<file path="src/rtl/settings_bus_pkg.sv">
// Shared settings-bus widths, types and the address map used by
// blocks that host setting_register instances.
package settings_bus_pkg;

    localparam int unsigned SETTINGS_ADDR_WIDTH = 7;
    localparam int unsigned SETTINGS_DATA_WIDTH = 32;

    typedef logic [SETTINGS_ADDR_WIDTH-1:0] settings_addr_t;
    typedef logic [SETTINGS_DATA_WIDTH-1:0] settings_data_t;

    localparam settings_addr_t FREQADDR  = 7'd0;
    localparam settings_addr_t PHASEADDR = 7'd1;

endpackage

</file>
<file path="src/rtl/settings_addr_match.sv">
// Settings-bus write decode: strobe qualified by an exact address
// match; a low strobe masks any X on the address.
module settings_addr_match
    import settings_bus_pkg::*;
#(
    parameter int unsigned ADDR_WIDTH = SETTINGS_ADDR_WIDTH,
    parameter int unsigned MY_ADDR    = 0
) (
    input  logic                  strobe_i,
    input  logic [ADDR_WIDTH-1:0] addr_i,
    output logic                  match_o
);

    localparam logic [ADDR_WIDTH-1:0] MATCH = ADDR_WIDTH'(MY_ADDR);

    assign match_o = strobe_i & (addr_i == MATCH);

endmodule

</file>
<file path="src/rtl/setting_register.sv">
// One addressable setting on the settings bus with a write pulse.
// Define SETTING_REG_SHADOW_EN for a shadow copy applied on `commit`.
module setting_register
    import settings_bus_pkg::*;
#(
    parameter int unsigned     MY_ADDR    = 0,
    parameter int unsigned     WIDTH      = 32,
    parameter int unsigned     ADDR_WIDTH = SETTINGS_ADDR_WIDTH,
    parameter logic [WIDTH-1:0] INIT      = '0
) (
    input  logic                           clock,
    input  logic                           reset,
    input  logic                           strobe,
    input  logic [ADDR_WIDTH-1:0]          addr,
    input  logic [SETTINGS_DATA_WIDTH-1:0] in,
`ifdef SETTING_REG_SHADOW_EN
    input  logic                           commit,
`endif
    output logic [WIDTH-1:0]               out,
    output logic                           changed
);

    if (WIDTH > SETTINGS_DATA_WIDTH || WIDTH < 1) begin : g_bad_width
        $error("setting_register: WIDTH must be 1..32");
    end
    if (MY_ADDR >= (1 << ADDR_WIDTH)) begin : g_bad_addr
        $error("setting_register: MY_ADDR out of address range");
    end

    logic             we;
    logic [WIDTH-1:0] out_q, out_d;
    logic             changed_q, changed_d;

    settings_addr_match #(
        .ADDR_WIDTH(ADDR_WIDTH),
        .MY_ADDR   (MY_ADDR)
    ) u_match (
        .strobe_i(strobe),
        .addr_i  (addr),
        .match_o (we)
    );

`ifdef SETTING_REG_SHADOW_EN
    logic [WIDTH-1:0] shadow_q, shadow_d;

    // Commit with a write in the same cycle passes the new data straight through
    always_comb begin
        shadow_d  = shadow_q;
        out_d     = out_q;
        changed_d = 1'b0;
        if (we) begin
            shadow_d = in[WIDTH-1:0];
        end
        if (commit) begin
            out_d     = we ? in[WIDTH-1:0] : shadow_q;
            changed_d = 1'b1;
        end
    end

    always_ff @(posedge clock or negedge reset) begin
        if (!reset) begin
            shadow_q <= INIT;
        end else begin
            shadow_q <= shadow_d;
        end
    end
`else
    always_comb begin
        out_d     = out_q;
        changed_d = 1'b0;
        if (we) begin
            out_d     = in[WIDTH-1:0];
            changed_d = 1'b1;
        end
    end
`endif

    always_ff @(posedge clock or negedge reset) begin
        if (!reset) begin
            out_q     <= INIT;
            changed_q <= 1'b0;
        end else begin
            out_q     <= out_d;
            changed_q <= changed_d;
        end
    end

    assign out     = out_q;
    assign changed = changed_q;

endmodule

</file>
<file path="config.mk">
export PLATFORM = sky130hd
export DESIGN_NAME = setting_register
export DESIGN_NICKNAME = d
export VERILOG_FILES = /design/src/rtl/settings_bus_pkg.sv /design/src/rtl/settings_addr_match.sv /design/src/rtl/setting_register.sv
export SDC_FILE = /design/constraint.sdc
export NUM_CORES = 1
export LEC_CHECK = 0
export ABC_AREA = 1
export ABC_CLOCK_PERIOD_IN_PS = 800
export CELL_PAD_IN_SITES_DETAIL_PLACEMENT = 1
export CELL_PAD_IN_SITES_GLOBAL_PLACEMENT = 2
export CORE_UTILIZATION = 20
export DETAILED_ROUTE_END_ITERATION = 16
export HOLD_SLACK_MARGIN = 0.02
export PLACE_DENSITY_LB_ADDON = 0.1
export SKIP_CTS_REPAIR_TIMING = 1
export SLEW_MARGIN = 30
export SYNTH_ARGS = -nofsm -noshare
export SYNTH_HDL_FRONTEND = slang
export SYNTH_SLANG_ARGS = --single-unit
export TNS_END_PERCENT = 20
</file>
<file path="constraint.sdc">
create_clock -name clock -period 0.8 [get_ports clock]
set_clock_uncertainty 0.15 [all_clocks]
set_input_delay 0.16 -clock clock [delete_from_list [all_inputs] [get_ports clock]]
set_output_delay 0.16 -clock clock [all_outputs]
set_load 0.01 [all_outputs]
</file>
==> results.json, run 1 <==
{
  "clock_latency_ps": 280,
  "wl_per_cell_um": 15.0,
  "core-area_um2": 6390,
  "slowest_stage": "dfrtp_1",
  "leakage_nw": 1.35,
  "relSlewSlack": 0.873,
  "cts_max_path_buffers": 2,
  "place_ws_ps": -915,
  "fmax_ghz": 0.891,
  "synth.distinct_cells": 6,
  "drv_slew": 0,
  "io_pins": 75,
  "h-tree-depth": 2,
  "overflow": 0,
  "fin_crit_sh": 1.40,
  "worst-path-max-fanout": 2,
  "grt_use_total": 0.125,
  "worst_slew_pin_slew_ps": 190,
  "synthCells": 153,
  "fin_crit_ps": 1120,
  "setup_ws_ps": -323,
  "hpwl_um": 2970,
  "tns_ps": -13650,
  "drt-pass1-iter-count": 4,
  "port_buffers": 74,
  "hold_path.class": "primary input to async pin",
  "final_core_util": 0.407,
  "setup_viol": 65,
  "die-height_um": 83.6,
  "grt_pass1_vias": 1478,
  "critical-path-top-delay-family": "flip-flops",
  "dieArea_um2": 6990,
  "slowest_delay_ps": 400,
  "diodes": 0,
  "yosys_warnings": 0,
  "crit_type": "flop to output port",
  "path_buf_inv": 1,
  "ys_seq_area_frac": 0.620,
  "num-fill-cells": 766,
  "final_nets": 300,
  "cts_buffers": 5,
  "clk_pin_slew_ps": 60,
  "grt_max_degree": 34,
  "ant_nets": 0,
  "vias": 1434,
  "drtIter0Drc": 71,
  "syn_area_per_cell_um2": 8.71,
  "clockRootBuffer": "clkbuf_8",
  "fp-row-count": 29,
  "cts_tree": "done",
  "synth_seq_cells": 33,
  "worst_setup_path_end_kind": "output port",
  "clock_sinks": 33,
  "required_ps": 490,
  "pwr_density_cell_nw_per_um2": 1510,
  "startpoint_type": "flop",
  "whs_ps": 208,
  "vias_per_cell": 4.27,
  "maxCapViolations": 0,
  "status": "finished with violations",
  "rsz0062_at_grt": "yes",
  "drc": 0,
  "grt_antenna_before_repair": 0,
  "start_util": 0.209,
  "power.total_w": 0.00393,
  "die_w_um": 83.6,
  "synth_nets": 195,
  "gp_congestion": 0.725,
  "vdd_drop_max_uv": 527,
  "drt_wl_total_um": 5050,
  "worstPathArrival_ps": 810,
  "path_cells": "clkbuf_2",
  "violations": "setup timing",
  "grt_pass1_wl_um": 6980,
  "layout-drive-gt1-share": 0.417,
  "hold_viol_final": 0,
  "area_delta_synth_final_pct": 95.1,
  "netlist_area_um2": 1330
}
synthesized netlist by cell type:
| master | count | area, um2 |
|---|---|---|
| dfrtp_1 | 33 | 826 |
| inv_1 | 8 | 30.0 |
| nand3_1 | 32 | 160 |
| nand2_1 | 69 | 259 |
| buf_2 | 9 | 45.0 |
| nor2_2 | 2 | 12.5 |
state kept, by name, indices dropped and copies added, names as in the netlist:
signal	flops
out	32
changed	1
per-layer routing:
layer	global-route usage	share of wire	vias to the layer above
met4	0.0508	0.011	0
met1	0.152	0.46	684
li1	-	-	695
met3	0.0336	0.043	7
met5	0	0	-
met2	0.209	0.49	48
per-stage QoR:
stage | cells | cell area [um2]
2_1_floorplan | 153 | 1420
3_3_place_gp | 311 | 2320
3_5_place_dp | 311 | 2320
4_1_cts | 319 | 2400
5_1_grt | 336 | 2600
6_report | 336 | 2600
cells in the final DEF (no fill, tap or decap), types with 4 or more instances in the layout:
cell type        count
nand2_1             57
clkbuf_2            38
dfrtp_1             33
clkdlybuf4s50_1     32
nand3_1             23
buf_4               16
nand2_2              9
nand3_2              9
buf_12               7
clkbuf_8             5
nand2_8              4
clkbuf_16            4
logic make-up (layout without fill, tap and decap cells):
logic type / after synthesis / after routing / synth area share
flops: 33 / 33 / 0.620
buf+inv: 17 / 120 / 0.0563
simple gates: 103 / 106 / 0.324
path summary, 6_finish.rpt:
kind / slack, ps / to / cells after the start / from
worst max-delay path: -320 / out[11] / 1 / out[11]$_DFFE_PN0P_
worst min register to register: 330 / out[3]$_DFFE_PN0P_ / 2 / out[3]$_DFFE_PN0P_
min in group clock: 280 / out[31]$_DFFE_PN0P_ / 7 / addr[6]
max in group asynchronous: 110 / out[28]$_DFFE_PN0P_ / 3 / reset
worst min-delay path: 210 / out[13]$_DFFE_PN0P_ / 3 / reset
worst max register to register: -200 / out[17]$_DFFE_PN0P_ / 4 / out[17]$_DFFE_PN0P_
area by class of cell:
type | count | area [um2] | share of cell area
multi-input cells | 106 | 601 | 0.231
flip-flops and latches | 33 | 826 | 0.318
repair buffers | 104 | 937 | 0.360
clock buffers | 8 | 80.1 | 0.0308
inverters | 8 | 60.1 | 0.0231
well taps | 77 | 96.3 | 0.0371
where the power goes:
group / switching [W] / internal, W / leakage (nW) / total (W)
clock: 0.000578 / 0.000618 / 0.0395 / 0.00120
sequential: 0.0000789 / 0.00180 / 0.450 / 0.00188
combinational: 0.000377 / 0.000480 / 0.863 / 0.000857
total: 0.00103 / 0.00290 / 1.35 / 0.00393
No activity file was read; power rests on OpenSTA's default activity.
==> run 2, diff against run 1 <==
--- a/config.mk
+++ b/config.mk
@@ -10,6 +10,7 @@
 export CELL_PAD_IN_SITES_DETAIL_PLACEMENT = 1
 export CELL_PAD_IN_SITES_GLOBAL_PLACEMENT = 2
 export CORE_UTILIZATION = 20
+export CTS_BUF_LIST = sky130_fd_sc_hd__clkbuf_16
 export DETAILED_ROUTE_END_ITERATION = 16
 export HOLD_SLACK_MARGIN = 0.02
 export PLACE_DENSITY_LB_ADDON = 0.1
==> run 2 against run 1 <==
  * Core utilization increased by 0.53 points
  * Critical endpoint is now out[9]
  * The flow still finishes with violations (setup timing)
  * Final cell count down 0.30%
  * Worst setup slack better by 20 ps
  * Critical path depth unchanged
  * Largest cell class unchanged
  * Register-to-register slack about the same
==> results.json, run 2 (synthesized netlist as in run 1, its figures left out) <==
{
  "grt_pass1_wl_um": 7000,
  "dieArea_um2": 6990,
  "status": "finished with violations",
  "fmax_ghz": 0.907,
  "placed_area_um2": 2320,
  "maxCapViolations": 0,
  "setup_ws_ps": -303,
  "leakage_nw": 1.38,
  "core-area_um2": 6390,
  "grt_pass1_vias": 1475,
  "final_cell_mix": "nand2_1, clkbuf_2, dfrtp_1",
  "largest_reg_flops": 32,
  "path_buf_inv": 1,
  "vias": 1441,
  "port_buffers": 74,
  "vias_per_cell": 4.30,
  "whs_ps": 227,
  "hpwl_um": 2970,
  "clk_pin_slew_ps": 50,
  "cts_tree": "done",
  "switching_share": 0.241,
  "p_int_w": 0.00339,
  "required_ps": 490,
  "place_ws_ps": -915,
  "cts_max_path_buffers": 2,
  "drv_slew": 0,
  "drtIter0Drc": 58,
  "fin_crit_ps": 1100,
  "slowest_delay_ps": 390,
  "design_area_um2": 2630,
  "critical-path-top-delay-family": "flip-flops",
  "die_w_um": 83.6,
  "fp-row-count": 29,
  "area_delta_synth_final_pct": 97.7,
  "die-height_um": 83.6,
  "grt_antenna_before_repair": 0,
  "tns_ps": -13490,
  "relSlewSlack": 0.874,
  "power.switching_w": 0.00107,
  "num-fill-cells": 751,
  "diodes": 0,
  "ant_nets": 0,
  "cts_buffers": 5,
  "final_core_util": 0.412,
  "seq_power_share": 0.422,
  "slowest_stage": "dfrtp_1",
  "clock_sinks": 33,
  "layout-drive-gt1-share": 0.399,
  "worst-path-max-fanout": 2,
  "io_pins": 75,
  "hold_viol_final": 0,
  "clockRootBuffer": "clkbuf_16",
  "worst_setup_path_end_kind": "output port",
  "comb_power_share": 0.188,
  "pwr_density_cell_nw_per_um2": 1690,
  "grt_use_total": 0.125,
  "worst_slew_pin_slew_ps": 189,
  "setup_viol": 65,
  "wl_per_cell_um": 15.1,
  "drt-pass1-iter-count": 4,
  "grt_max_degree": 34,
  "fin_crit_sh": 1.38,
  "clock_power_share": 0.390,
  "overflow": 0,
  "hold_path.class": "primary input to async pin",
  "startpoint_type": "flop",
  "start_util": 0.209,
  "drc": 0,
  "clock_latency_ps": 270,
  "gp_congestion": 0.725,
  "h-tree-depth": 2,
  "crit_type": "flop to output port",
  "final_nets": 299,
  "rsz0062_at_grt": "yes",
  "path_cells": "clkbuf_2",
  "violations": "setup timing",
  "drt_wl_total_um": 5070,
  "vdd_drop_max_uv": 846,
  "worstPathArrival_ps": 790,
  "final_common_cell": "nand2_1"
}
-- run 2: final timing paths --
check,from,to,slack [ps],depth (start not counted)
max in group asynchronous,reset,out[2]$_DFFE_PN0P_,100,3
worst max register to register,out[18]$_DFFE_PN0P_,out[18]$_DFFE_PN0P_,-200,4
min in group clock,addr[6],out[31]$_DFFE_PN0P_,290,7
worst max-delay path,out[9]$_DFFE_PN0P_,out[9],-300,1
worst min register to register,out[3]$_DFFE_PN0P_,out[3]$_DFFE_PN0P_,320,2
worst min-delay path,reset,out[13]$_DFFE_PN0P_,230,3
-- run 2: power by group through the flow --
stage	logic [W]	clock network, W	registers [W]
6_report	0.000838	0.00174	0.00188
5_1_grt	0.000912	0.00189	0.00190
4_1_cts	0.000859	0.00180	0.00189
3_5_place_dp	0.000856	0	0.00191
3_3_place_gp	0.000840	0	0.00191
2_1_floorplan	0.000161	0	0.00196
-- run 2: routing by layer --
metal  GRT usage  share of wire
met2       0.211           0.50
met1       0.153           0.45
met5           0              0
met4      0.0370         0.0043
met3      0.0366          0.044
-- run 2: final cells by class --
class / count / area, um2 / area share
Inverter: 8 / 60.1 / 0.0228
Clock inverter: 3 / 11.3 / 0.00428
Timing Repair Buffer: 103 / 922 / 0.350
Sequential cell: 33 / 826 / 0.314
Tap cell: 77 / 96.3 / 0.0366
Clock buffer: 5 / 125 / 0.0475
Multi-Input combinational cell: 106 / 593 / 0.225
-- run 2: per-stage QoR --
step	cells	power, W
after floorplan	153	0.00212
after global placement	311	0.00275
after detailed placement	311	0.00277
after CTS	319	0.00455
after global routing	335	0.00470
final	335	0.00446
==> run 3, diff against run 2 <==
--- a/config.mk
+++ b/config.mk
@@ -6,7 +6,6 @@
 export NUM_CORES = 1
 export LEC_CHECK = 0
 export ABC_AREA = 1
-export ABC_CLOCK_PERIOD_IN_PS = 800
 export CELL_PAD_IN_SITES_DETAIL_PLACEMENT = 1
 export CELL_PAD_IN_SITES_GLOBAL_PLACEMENT = 2
 export CORE_UTILIZATION = 20
@@ -19,4 +18,3 @@
 export SYNTH_ARGS = -nofsm -noshare
 export SYNTH_HDL_FRONTEND = slang
 export SYNTH_SLANG_ARGS = --single-unit
-export TNS_END_PERCENT = 20
==> run 3 against run 2 <==
  * The flow still finishes with violations (setup timing)
  * Design area up 10%
  * Global-route usage unchanged
  * Combinational power up 11%
  * Final cell count unchanged
  * Core utilization up 4.2 points
  * Critical endpoint is now out[16]
  * Largest power group unchanged
==> results.json, run 3 (synthesized netlist as in run 1, its figures left out) <==
{
  "status": "finished with violations",
  "violations": "setup timing",
  "final_nets": 299,
  "final_common_cell": "nand2_2",
  "wl_per_cell_um": 16.4,
  "worst_setup_path_end_kind": "output port",
  "vias": 1462,
  "drtIter0Drc": 37,
  "drc": 0,
  "worst_slew_pin_slew_ps": 190,
  "h-tree-depth": 2,
  "leakage_nw": 1.40,
  "die-height_um": 83.6,
  "die_w_um": 83.6,
  "path_cells": "clkbuf_2",
  "clock_sinks": 33,
  "pwr_density_cell_nw_per_um2": 1570,
  "grt_max_degree": 34,
  "drt-pass1-iter-count": 4,
  "placed_area_um2": 2320,
  "grt_use_total": 0.125,
  "fin_crit_sh": 1.41,
  "worstPathArrival_ps": 820,
  "vias_per_cell": 4.36,
  "overflow": 0,
  "final_cell_mix": "nand2_2, clkbuf_2, dfrtp_1",
  "io_pins": 75,
  "slowest_stage": "dfrtp_1",
  "diodes": 0,
  "required_ps": 490,
  "port_buffers": 74,
  "power.total_w": 0.00457,
  "drv_slew": 0,
  "largest_reg_flops": 32,
  "critical-path-top-delay-family": "flip-flops",
  "startpoint_type": "flop",
  "grt_pass1_vias": 1475,
  "relSlewSlack": 0.873,
  "design_area_um2": 2900,
  "clockRootBuffer": "clkbuf_16",
  "area_delta_synth_final_pct": 118,
  "r2r_start": "out[12]$_DFFE_PN0P_",
  "critPathLaunch": "out[16]$_DFFE_PN0P_",
  "cts_max_path_buffers": 2,
  "cts_tree": "done",
  "ant_nets": 0,
  "maxCapViolations": 0,
  "fin_crit_ps": 1130,
  "hold_path.class": "primary input to async pin",
  "setup_ws_ps": -328,
  "clk_pin_slew_ps": 50,
  "hpwl_um": 2970,
  "slowest_delay_ps": 400,
  "start_util": 0.209,
  "grt_pass1_wl_um": 7000,
  "fmax_ghz": 0.887,
  "drt_wl_total_um": 5500,
  "layout-drive-gt1-share": 0.601,
  "crit_type": "flop to output port",
  "fp-row-count": 29,
  "vdd_drop_max_uv": 880,
  "worst-path-max-fanout": 2,
  "grt_antenna_before_repair": 0,
  "dieArea_um2": 6990,
  "hold_viol_final": 0,
  "setup_viol": 66,
  "core-area_um2": 6390,
  "cts_buffers": 5,
  "gp_congestion": 0.725,
  "rsz0062_at_grt": "yes",
  "path_buf_inv": 1,
  "clock_latency_ps": 270
}
[run 3: changes by cell type in the layout (fill, tap and decap cells not counted), moves of 4 or more]
cell	previous run	this run
nand3_2	10	25
clkbuf_2	38	34
nand3_1	22	5
nand2_2	4	35
nand2_1	62	28
[run 3: layout make-up]
type / count / area [um2]
clock buffer: 5 / 125
timing repair buffer: 102 / 971
multi-input combinational: 107 / 813
sequential: 33 / 826
fill: 726 / 3480
tap: 77 / 96.3
clock inverter: 3 / 11.3
inverter: 8 / 60.1
[run 3: path summary, 6_finish.rpt]
check,end,slack [ps],cells after the start
worst min-delay path,out[13]$_DFFE_PN0P_,220,3
max in group asynchronous,out[2]$_DFFE_PN0P_,90,3
min in group clock,out[14]$_DFFE_PN0P_,300,3
worst max register to register,out[12]$_DFFE_PN0P_,-100,3
worst max-delay path,out[16],-330,1
worst min register to register,out[3]$_DFFE_PN0P_,340,2
[run 3: power by group]
part / leakage (nW) / switching, W / internal, W
Clock: 0.0776 / 0.000633 / 0.00112
Sequential: 0.450 / 0.0000908 / 0.00180
Combinational: 0.877 / 0.000419 / 0.000507
Total: 1.40 / 0.00114 / 0.00343
[run 3: metrics by stage]
step | instances | utilization | hold WS, ps | setup slack [ps] | setup TNS, ps
global placement | 311 | 0.363 | -17.7 | -865 | -40790
floorplan | 153 | - | -286 | -160 | -4920
finish | 335 | 0.455 | 224 | -328 | -13910
detailed placement | 311 | 0.363 | -18.2 | -915 | -42070
global route | 335 | 0.455 | 240 | -343 | -16310
CTS | 319 | 0.385 | -302 | -705 | -42410
[run 3: per-layer routing]
layer | part of all wire | vias up | global-route usage
met5 | 0 | - | 0
met4 | 0.0069 | 0 | 0.0370
met3 | 0.039 | 5 | 0.0366
met2 | 0.50 | 43 | 0.211
met1 | 0.45 | 720 | 0.153
li1 | - | 694 | -
